## config.mk

```make
export PLATFORM = sky130hd
export DESIGN_NAME = ysyx_22040088_exec_sequencer
export DESIGN_NICKNAME = d
export VERILOG_FILES = /design/src/rtl/ysyx_22040088_exec_sequencer.sv
export SDC_FILE = /design/constraint.sdc
export NUM_CORES = 1
export LEC_CHECK = 0
export CORE_MARGIN = 2
export CORE_UTILIZATION = 46
export CTS_CLUSTER_DIAMETER = 200
export DETAILED_ROUTE_END_ITERATION = 8
export PLACE_DENSITY = 0.81
export SKIP_CTS_REPAIR_TIMING = 1
export SLEW_MARGIN = 15
export SYNTH_ARGS = -nofsm -noshare
export SYNTH_HDL_FRONTEND = slang
export SYNTH_SLANG_ARGS = --single-unit
```

## constraint.sdc

```tcl
create_clock -name clk -period 2.3 [get_ports clk]
set_input_delay 0.345 -clock clk [delete_from_list [all_inputs] [get_ports clk]]
set_output_delay 0.345 -clock clk [all_outputs]
set_load 0.01 [all_outputs]
```

## src/rtl/ysyx_22040088_exec_sequencer.sv

```systemverilog
// Multi-cycle instruction sequencer: IF -> ID -> EX -> [MEM] -> WB.
// Gates IR latch, register-file write, PC update and LSU requests, guards
// the IF/MEM handshakes with a stall timeout and counts retired instructions.
module ysyx_22040088_exec_sequencer #(
  parameter int unsigned CNT_W   = 64,
  parameter int unsigned TO_W    = 8,
  parameter int unsigned TIMEOUT = 255
) (
  input  logic             clk,
  input  logic             rst,
  output logic             ifu_req,
  input  logic             ifu_ready,
  output logic             ir_we,
  input  logic             dec_inv,
  input  logic             dec_ebreak,
  input  logic             dec_rf_we,
  input  logic             dec_mem_ena,
  input  logic             dec_mem_wen,
  output logic             lsu_req,
  output logic             lsu_wen,
  input  logic             lsu_ack,
  output logic             rf_we,
  output logic             pc_we,
  output logic             halt,
  output logic             err,
  output logic [2:0]       state,
  output logic [CNT_W-1:0] instret
);

  typedef enum logic [2:0] {
    S_IF   = 3'd0,
    S_ID   = 3'd1,
    S_EX   = 3'd2,
    S_MEM  = 3'd3,
    S_WB   = 3'd4,
    S_HALT = 3'd5
  } state_e;

  localparam logic [TO_W-1:0] TO_LIMIT = TO_W'(TIMEOUT);

  state_e           state_q, state_d;
  logic [TO_W-1:0]  to_q, to_d;
  logic             err_q, err_d;
  logic [CNT_W-1:0] instret_q, instret_d;

  // State register with synchronous active-low reset.
  always_ff @(posedge clk) begin
    if (!rst) begin
      state_q   <= S_IF;
      to_q      <= '0;
      err_q     <= 1'b0;
      instret_q <= '0;
    end else begin
      state_q   <= state_d;
      to_q      <= to_d;
      err_q     <= err_d;
      instret_q <= instret_d;
    end
  end

  // Next-state, timeout and retirement logic.
  always_comb begin
    state_d   = state_q;
    to_d      = to_q;
    err_d     = err_q;
    instret_d = instret_q;
    unique case (state_q)
      S_IF: begin
        // A handshake on the limit cycle still wins over the timeout.
        if (ifu_ready) begin
          state_d = S_ID;
        end else if (to_q == TO_LIMIT) begin
          state_d = S_HALT;
          err_d   = 1'b1;
        end else begin
          to_d = to_q + TO_W'(1);
        end
      end
      S_ID: begin
        if (dec_inv) begin
          state_d = S_HALT;
          err_d   = 1'b1;
        end else if (dec_ebreak) begin
          state_d   = S_HALT;
          instret_d = instret_q + CNT_W'(1);
        end else begin
          state_d = S_EX;
        end
      end
      S_EX: begin
        if (dec_mem_ena) begin
          state_d = S_MEM;
          to_d    = '0;
        end else begin
          state_d = S_WB;
        end
      end
      S_MEM: begin
        if (lsu_ack) begin
          state_d = S_WB;
        end else if (to_q == TO_LIMIT) begin
          state_d = S_HALT;
          err_d   = 1'b1;
        end else begin
          to_d = to_q + TO_W'(1);
        end
      end
      S_WB: begin
        state_d   = S_IF;
        to_d      = '0;
        instret_d = instret_q + CNT_W'(1);
      end
      S_HALT: begin
        state_d = S_HALT;
      end
      default: begin
        // Unreachable encodings 6/7 fall into an error halt.
        state_d = S_HALT;
        err_d   = 1'b1;
      end
    endcase
  end

  // Moore outputs from the registered state; ir_we also follows ifu_ready.
  always_comb begin
    ifu_req = 1'b0;
    ir_we   = 1'b0;
    lsu_req = 1'b0;
    lsu_wen = 1'b0;
    rf_we   = 1'b0;
    pc_we   = 1'b0;
    halt    = 1'b0;
    unique case (state_q)
      S_IF: begin
        ifu_req = 1'b1;
        ir_we   = ifu_ready;
      end
      S_MEM: begin
        lsu_req = 1'b1;
        lsu_wen = dec_mem_wen;
      end
      S_WB: begin
        rf_we = dec_rf_we;
        pc_we = 1'b1;
      end
      S_HALT: begin
        halt = 1'b1;
      end
      default: begin
        halt = 1'b0;
      end
    endcase
  end

  assign err     = err_q;
  assign state   = state_q;
  assign instret = instret_q;

endmodule

```

==> flow_metrics.env, run 1 <==
export IMPL_reg2reg_from="instret[26]"
export IMPL_design_area_mm2=0.005394
export IMPL_drc_errors=0
export IMPL_grt_first_pass_wirelength_um=18060
export IMPL_yosys_top_cells_area="dfxtp_1 39%, a21oi_1 6.5%, xnor2_1 5.2%"
export IMPL_min_path_cells=2
export IMPL_routabilityCongestion=0.8599
export IMPL_n_antenna_cell=0
export IMPL_maxSlewHeadroom_pct=67.48
export IMPL_area_growth_pct=39.83
export IMPL_fmax_ghz=0.4416
export IMPL_critPathRequiredTime_ns=2.59
export IMPL_seq_area_mm2=0.001540
export IMPL_worstSkewPairLatency_ns=0.35
export IMPL_whs_ns=0.4883
export IMPL_power_per_cell_area_mw_per_mm2=461.2
export IMPL_yosysSeqAreaShare_pct=39.44
export IMPL_n_fill_cell=662
export IMPL_dp_hpwl_um=7653
export IMPL_synth_cell_type_count=45
export IMPL_synth_top_area_share_pct=39.44
export IMPL_drive_gt1_share_pct=16.86
export IMPL_firstDrtPassIters=5
export IMPL_multi_input_area_mm2=0.002255
export IMPL_synth_seq_cells=76
export IMPL_clk_pin_slew_worst_paths_ns=0.08
export IMPL_grt_antenna_before_repair=0
export IMPL_power_leakage_nw=1.743
export IMPL_status="completed"
export IMPL_worst_setup_path_type="register to register"
export IMPL_grt_usage_pct=24.48
export IMPL_syn_avg_cell_area_um2=7.937
export IMPL_io_pins=84
export IMPL_wl_um=11070
export IMPL_yosys_warnings=0
export IMPL_netlist_instances=486
export IMPL_post_place_cells=695
export IMPL_fin_nets=618
export IMPL_rsz0062_at_grt="yes"
export IMPL_dieArea_mm2=0.009135
export IMPL_stdcell_count=716
export IMPL_r2r_slack_ns=0.04
export IMPL_reg2reg_to="instret[40]"
export IMPL_yosysMostFrequentCell="dfxtp_1"
export IMPL_fp_dieH_um=95.58
export IMPL_fp_row_count=33
export IMPL_clock_path_buffers=2
export IMPL_post_dp_cell_area_mm2=0.005067
export IMPL_drt_vias_per_instance=5.904
export IMPL_max_vdd_ir_drop_v=0.0002629
export IMPL_synth_top_cell_by_area="dfxtp_1"
export IMPL_initial_utilization_pct=47.18
export IMPL_numCtsBuffers=9
export IMPL_finalCritPeriodShare_pct=98.46
export IMPL_cts_root_buf="clkbuf_8"
export IMPL_synth_async_reset_ratio_pct=0
export IMPL_finish_utilization_pct=65.98
export IMPL_drt_iter0_markers=219
export IMPL_synth_ff_type="dfxtp_1"
export IMPL_grt_overflow_total=0
export IMPL_synth_common_cells="76 x dfxtp_1, 50 x a21oi_1, 43 x nor2_1"
export IMPL_finalSetupViolCount=0
export IMPL_worst_slew_pin_slew_ns=0.4871
export IMPL_netlist_area_mm2=0.003857
export IMPL_tns_ns=0
export IMPL_worstSetupEndpointType="register"
export IMPL_hold_path_end="to_q[6]"
export IMPL_critPathLaunchType="register"
export IMPL_finClkSkew_ns=0.01013
export IMPL_wl_per_cell_um=15.46
export IMPL_worstPathArrival_ns=2.55
export IMPL_synth_edff_count=0
export IMPL_grt_max_degree=33
export IMPL_num_vias=4227
export IMPL_clock_sinks=76
export IMPL_io_buffers=83
export IMPL_synth_nets=497
export IMPL_postRouteAntennaNets=0
export IMPL_report_final_slew_viol_count=0
export IMPL_cap_violations=0
export IMPL_htreeDepth=3
export IMPL_hold_viol=0
export IMPL_fin_crit_ns=2.265
export IMPL_core_area_mm2=0.008175
export IMPL_critPathMaxFanout=12
export IMPL_hold_class="register to register"
export IMPL_reg2regPathDepth=5
export IMPL_die_w_um=95.58
export IMPL_cts_tree="done"
export IMPL_grt_pass1_vias=3900
export IMPL_min_from="to_q[6]"
## final cells by class
class / instances / share of cell area [%]
Inverter: 13 / 0.9047
Clock inverter: 2 / 0.1856
Tap cell: 105 / 2.436
Sequential cell: 76 / 28.55
Clock buffer: 13 / 2.946
Multi-Input combinational cell: 371 / 41.80
Timing Repair Buffer: 136 / 23.17
## through the flow
stage          power [mW]  worst slack (ns)
3_5_place_dp        1.591           -0.4505
3_3_place_gp        1.586           -0.3994
6_report            2.488           0.03542
5_1_grt             2.581          -0.09400
2_1_floorplan       1.496           0.01306
4_1_cts             2.484          -0.09448
## how the worst max path moves through the flow
stage / from / endpoint / slack (ns) / cells after the start
floorplan: instret[6] / instret[58] / 0.01 / 7
detailed placement: dec_ebreak / instret[35] / -0.45 / 7
finish: instret[26] / instret[40] / 0.04 / 5
global placement: dec_ebreak / instret[37] / -0.40 / 7
CTS: dec_ebreak / instret[35] / -0.09 / 7
global route: instret[25] / instret[40] / -0.09 / 5
## worst max-delay path, cell delays in order, from the launching register on
cell and delay [ns]:
dfxtp_2 0.35, nand4_1 0.25, or3_4 0.43, or4_4 0.61
or4_1 0.43, a21oi_1 0.14
## power by group
group	internal, mW	switching (mW)	total, mW	leakage [nW]
clock	0.443	0.474	0.916	0.0893
combinational	0.105	0.125	0.230	1.03
sequential	1.33	0.0140	1.34	0.620
## cells by family after synthesis
logic type / share of synthesized area [%]
xor gates and xnor gates: 5.222
AOI/OAI and AO/OA: 17.22
DFF: 39.44
and+or+nand+nor: 32.63
buffers and inverters: 4.313
adders and majority gates: 0.6486
muxes: 0.5190
## state kept, by name (all words and copies together) (netlist names)
signal and cells:
state 3, to_q 8, err 1, instret 64
## layout by cell type, fill, tap and decap left out, types with 3 or more instances in the layout
| cell type | count |
|---|---|
| or4_4 | 4 |
| nor2b_1 | 3 |
| clkbuf_8 | 11 |
| and2_1 | 3 |
| o21ai_0 | 28 |
| a21oi_2 | 3 |
| o21a_1 | 4 |
| clkdlybuf4s50_1 | 81 |
| buf_4 | 51 |
| xnor2_1 | 23 |
| and4_1 | 4 |
| dfxtp_2 | 12 |
| nand4_1 | 14 |
| a21oi_1 | 47 |
| nand4b_1 | 7 |
| inv_1 | 12 |
| or3_4 | 4 |
| or3_1 | 18 |
| nand3_1 | 20 |
| or4_1 | 13 |
| nand2b_1 | 5 |
| o31ai_1 | 18 |
| nor4_1 | 13 |
| and3_1 | 10 |
| nor3_1 | 15 |
| dfxtp_1 | 63 |
| nor2_1 | 43 |
| nand2_1 | 40 |
## layer usage
| layer | vias to the layer above | global-route usage [%] | wire length, um |
|---|---|---|---|
| met3 | 17 | 4.980 | 708 |
| met2 | 168 | 42.07 | 5495 |
| met5 | - | 0 | 0 |
| li1 | 2024 | - | - |
| met4 | 0 | 8.571 | 174 |
| met1 | 2018 | 30.33 | 4688 |
Power figures use the tool's default switching activity.
==> run 2: changes to the inputs <==
SKIP_LAST_GASP = 1   (was not set)
==> flow_metrics.env, run 2 (synthesized netlist as in run 1, its figures left out) <==
export IMPL_critPathRequiredTime_ns=2.58
export IMPL_finish_utilization_pct=65.72
export IMPL_critPathBufInv=1
export IMPL_path_cells="clkdlybuf4s50_1, and4bb_2, o211ai_1, or3_4, or4_1, a21oi_1"
export IMPL_num_vias=4157
export IMPL_n_antenna_cell=0
export IMPL_reg2reg_from="instret[26]"
export IMPL_crit_family="simple AND/OR/NAND/NOR gates"
export IMPL_postRouteAntennaNets=0
export IMPL_report_final_slew_viol_count=0
export IMPL_critPathMaxFanout=15
export IMPL_whs_ns=0.4903
export IMPL_use_met2_pct=42.07
export IMPL_cts_tree="done"
export IMPL_grt_max_degree=33
export IMPL_drt_vias_per_instance=5.806
export IMPL_drc_errors=0
export IMPL_maxSlewHeadroom_pct=67.94
export IMPL_routabilityCongestion=0.8599
export IMPL_p_sw_share_pct=24.58
export IMPL_wl_per_cell_um=15.27
export IMPL_worstPathArrival_ns=2.58
export IMPL_initial_utilization_pct=47.18
export IMPL_fp_dieH_um=95.58
export IMPL_drive_gt1_share_pct=15.88
export IMPL_fmax_ghz=0.4348
export IMPL_grt_antenna_before_repair=0
export IMPL_finalCritPeriodShare_pct=100.0
export IMPL_layout_common_cells="82 x clkdlybuf4s50_1, 65 x dfxtp_1, 51 x buf_4, 48 x a21oi_1, 43 x nor2_1"
export IMPL_busiest_layer="met2"
export IMPL_fp_row_count=33
export IMPL_fin_nets=618
export IMPL_stdcell_count=716
export IMPL_intPower_mw=1.876
export IMPL_finalSetupViolCount=0
export IMPL_post_place_cells=695
export IMPL_io_pins=84
export IMPL_rsz0062_at_grt="yes"
export IMPL_clock_path_buffers=2
export IMPL_power_leakage_nw=1.730
export IMPL_mostFrequentLayoutCell="clkdlybuf4s50_1"
export IMPL_wl_um=10930
export IMPL_largest_register_ffs=64
export IMPL_cts_root_buf="clkbuf_8"
export IMPL_power_per_cell_area_mw_per_mm2=463.1
export IMPL_worst_setup_path_type="input pin to register"
export IMPL_dieArea_mm2=0.009135
export IMPL_numCtsBuffers=9
export IMPL_status="completed"
export IMPL_r2r_slack_ns=0.02
export IMPL_grt_usage_pct=24.48
export IMPL_grt_first_pass_wirelength_um=18060
export IMPL_grt_overflow_total=0
export IMPL_p_seq_share_pct=53.9
export IMPL_use_met1_pct=30.33
export IMPL_critPathLaunchType="input pin"
export IMPL_cap_violations=0
export IMPL_crit_path_top_delay_cell="or3_4"
export IMPL_min_from="to_q[5]"
export IMPL_worstSetupEndpointType="register"
export IMPL_comb_power_share_pct=9.2
export IMPL_die_w_um=95.58
export IMPL_max_stage_delay_ns=0.53
export IMPL_htreeDepth=3
export IMPL_startpoint="dec_inv"
export IMPL_finClkSkew_ns=0.007450
export IMPL_dp_hpwl_um=7653
export IMPL_p_switching_mw=0.6114
export IMPL_clk_pin_slew_worst_paths_ns=0.08
export IMPL_grt_pass1_vias=3900
export IMPL_max_vdd_ir_drop_v=0.0002637
export IMPL_clock_sinks=76
export IMPL_worst_slew_pin_slew_ns=0.4802
export IMPL_finalWorstSetupSlack_ns=0.00001421
export IMPL_firstDrtPassIters=5
export IMPL_fin_crit_ns=2.300
export IMPL_drt_iter0_markers=236
export IMPL_use_met3_pct=4.980
export IMPL_area_growth_pct=39.28
export IMPL_worstSkewPairLatency_ns=0.35
export IMPL_hold_class="register to register"
export IMPL_io_buffers=83
export IMPL_hold_viol=0
export IMPL_core_area_mm2=0.008175
export IMPL_pre_cts_slack_ns=-0.4505
export IMPL_p_clk_share_pct=36.9
[run 2: cell count changes in the layout (fill, tap and decap cells not counted), sizes merged]
cell / previous run / this run
clkdlybuf4s50: 81 / 82
dlymetal6s2s: 2 / 1
[run 2: layout make-up]
cell class | count | area (um2)
Timing Repair Buffer | 136 | 1247
Tap cell | 105 | 131.4
Inverter | 13 | 48.80
Sequential cell | 76 | 1535
Multi-Input combinational cell | 371 | 2241
Clock buffer | 13 | 158.9
Clock inverter | 2 | 10.01
Fill cell | 668 | 2803
[run 2: worst reg2reg max path, stage by stage, from the launching register on]
cell and delay (ns):
dfxtp_1 0.36, nand4_1 0.25, or3_4 0.42, or4_4 0.61, or4_1 0.43, a21oi_1 0.14
[run 2: worst paths after layout]
check / endpoint / cells past startpoint
setup reg to reg: instret[40] / 5
hold reg to reg: to_q[5] / 2
hold / removal: to_q[5] / 2
setup / recovery: instret[46] / 6
[run 2: power by group through the flow]
| stage | Clock (mW) | Combinational (mW) | Sequential (mW) |
|---|---|---|---|
| 2_1_floorplan | 0 | 0.123 | 1.37 |
| 3_3_place_gp | 0 | 0.217 | 1.37 |
| 3_5_place_dp | 0 | 0.221 | 1.37 |
| 4_1_cts | 0.923 | 0.222 | 1.34 |
| 5_1_grt | 0.984 | 0.249 | 1.34 |
| 6_report | 0.918 | 0.229 | 1.34 |
[run 2: stage by stage]
stage               power (mW)  cell area (um2)  setup TNS [ns]
finish                   2.488             5373               0
global route             2.577             5373         -0.6302
CTS                      2.484             5236         -0.4346
detailed placement       1.591             5067          -10.16
global placement         1.586             5067          -8.067
floorplan                1.496             3857               0
[run 2: layer usage]
| layer | wire, um | vias up |
|---|---|---|
| met5 | 0 | - |
| met4 | 189 | 0 |
| met3 | 646 | 19 |
| met2 | 5452 | 140 |
| met1 | 4643 | 1968 |
| li1 | - | 2030 |
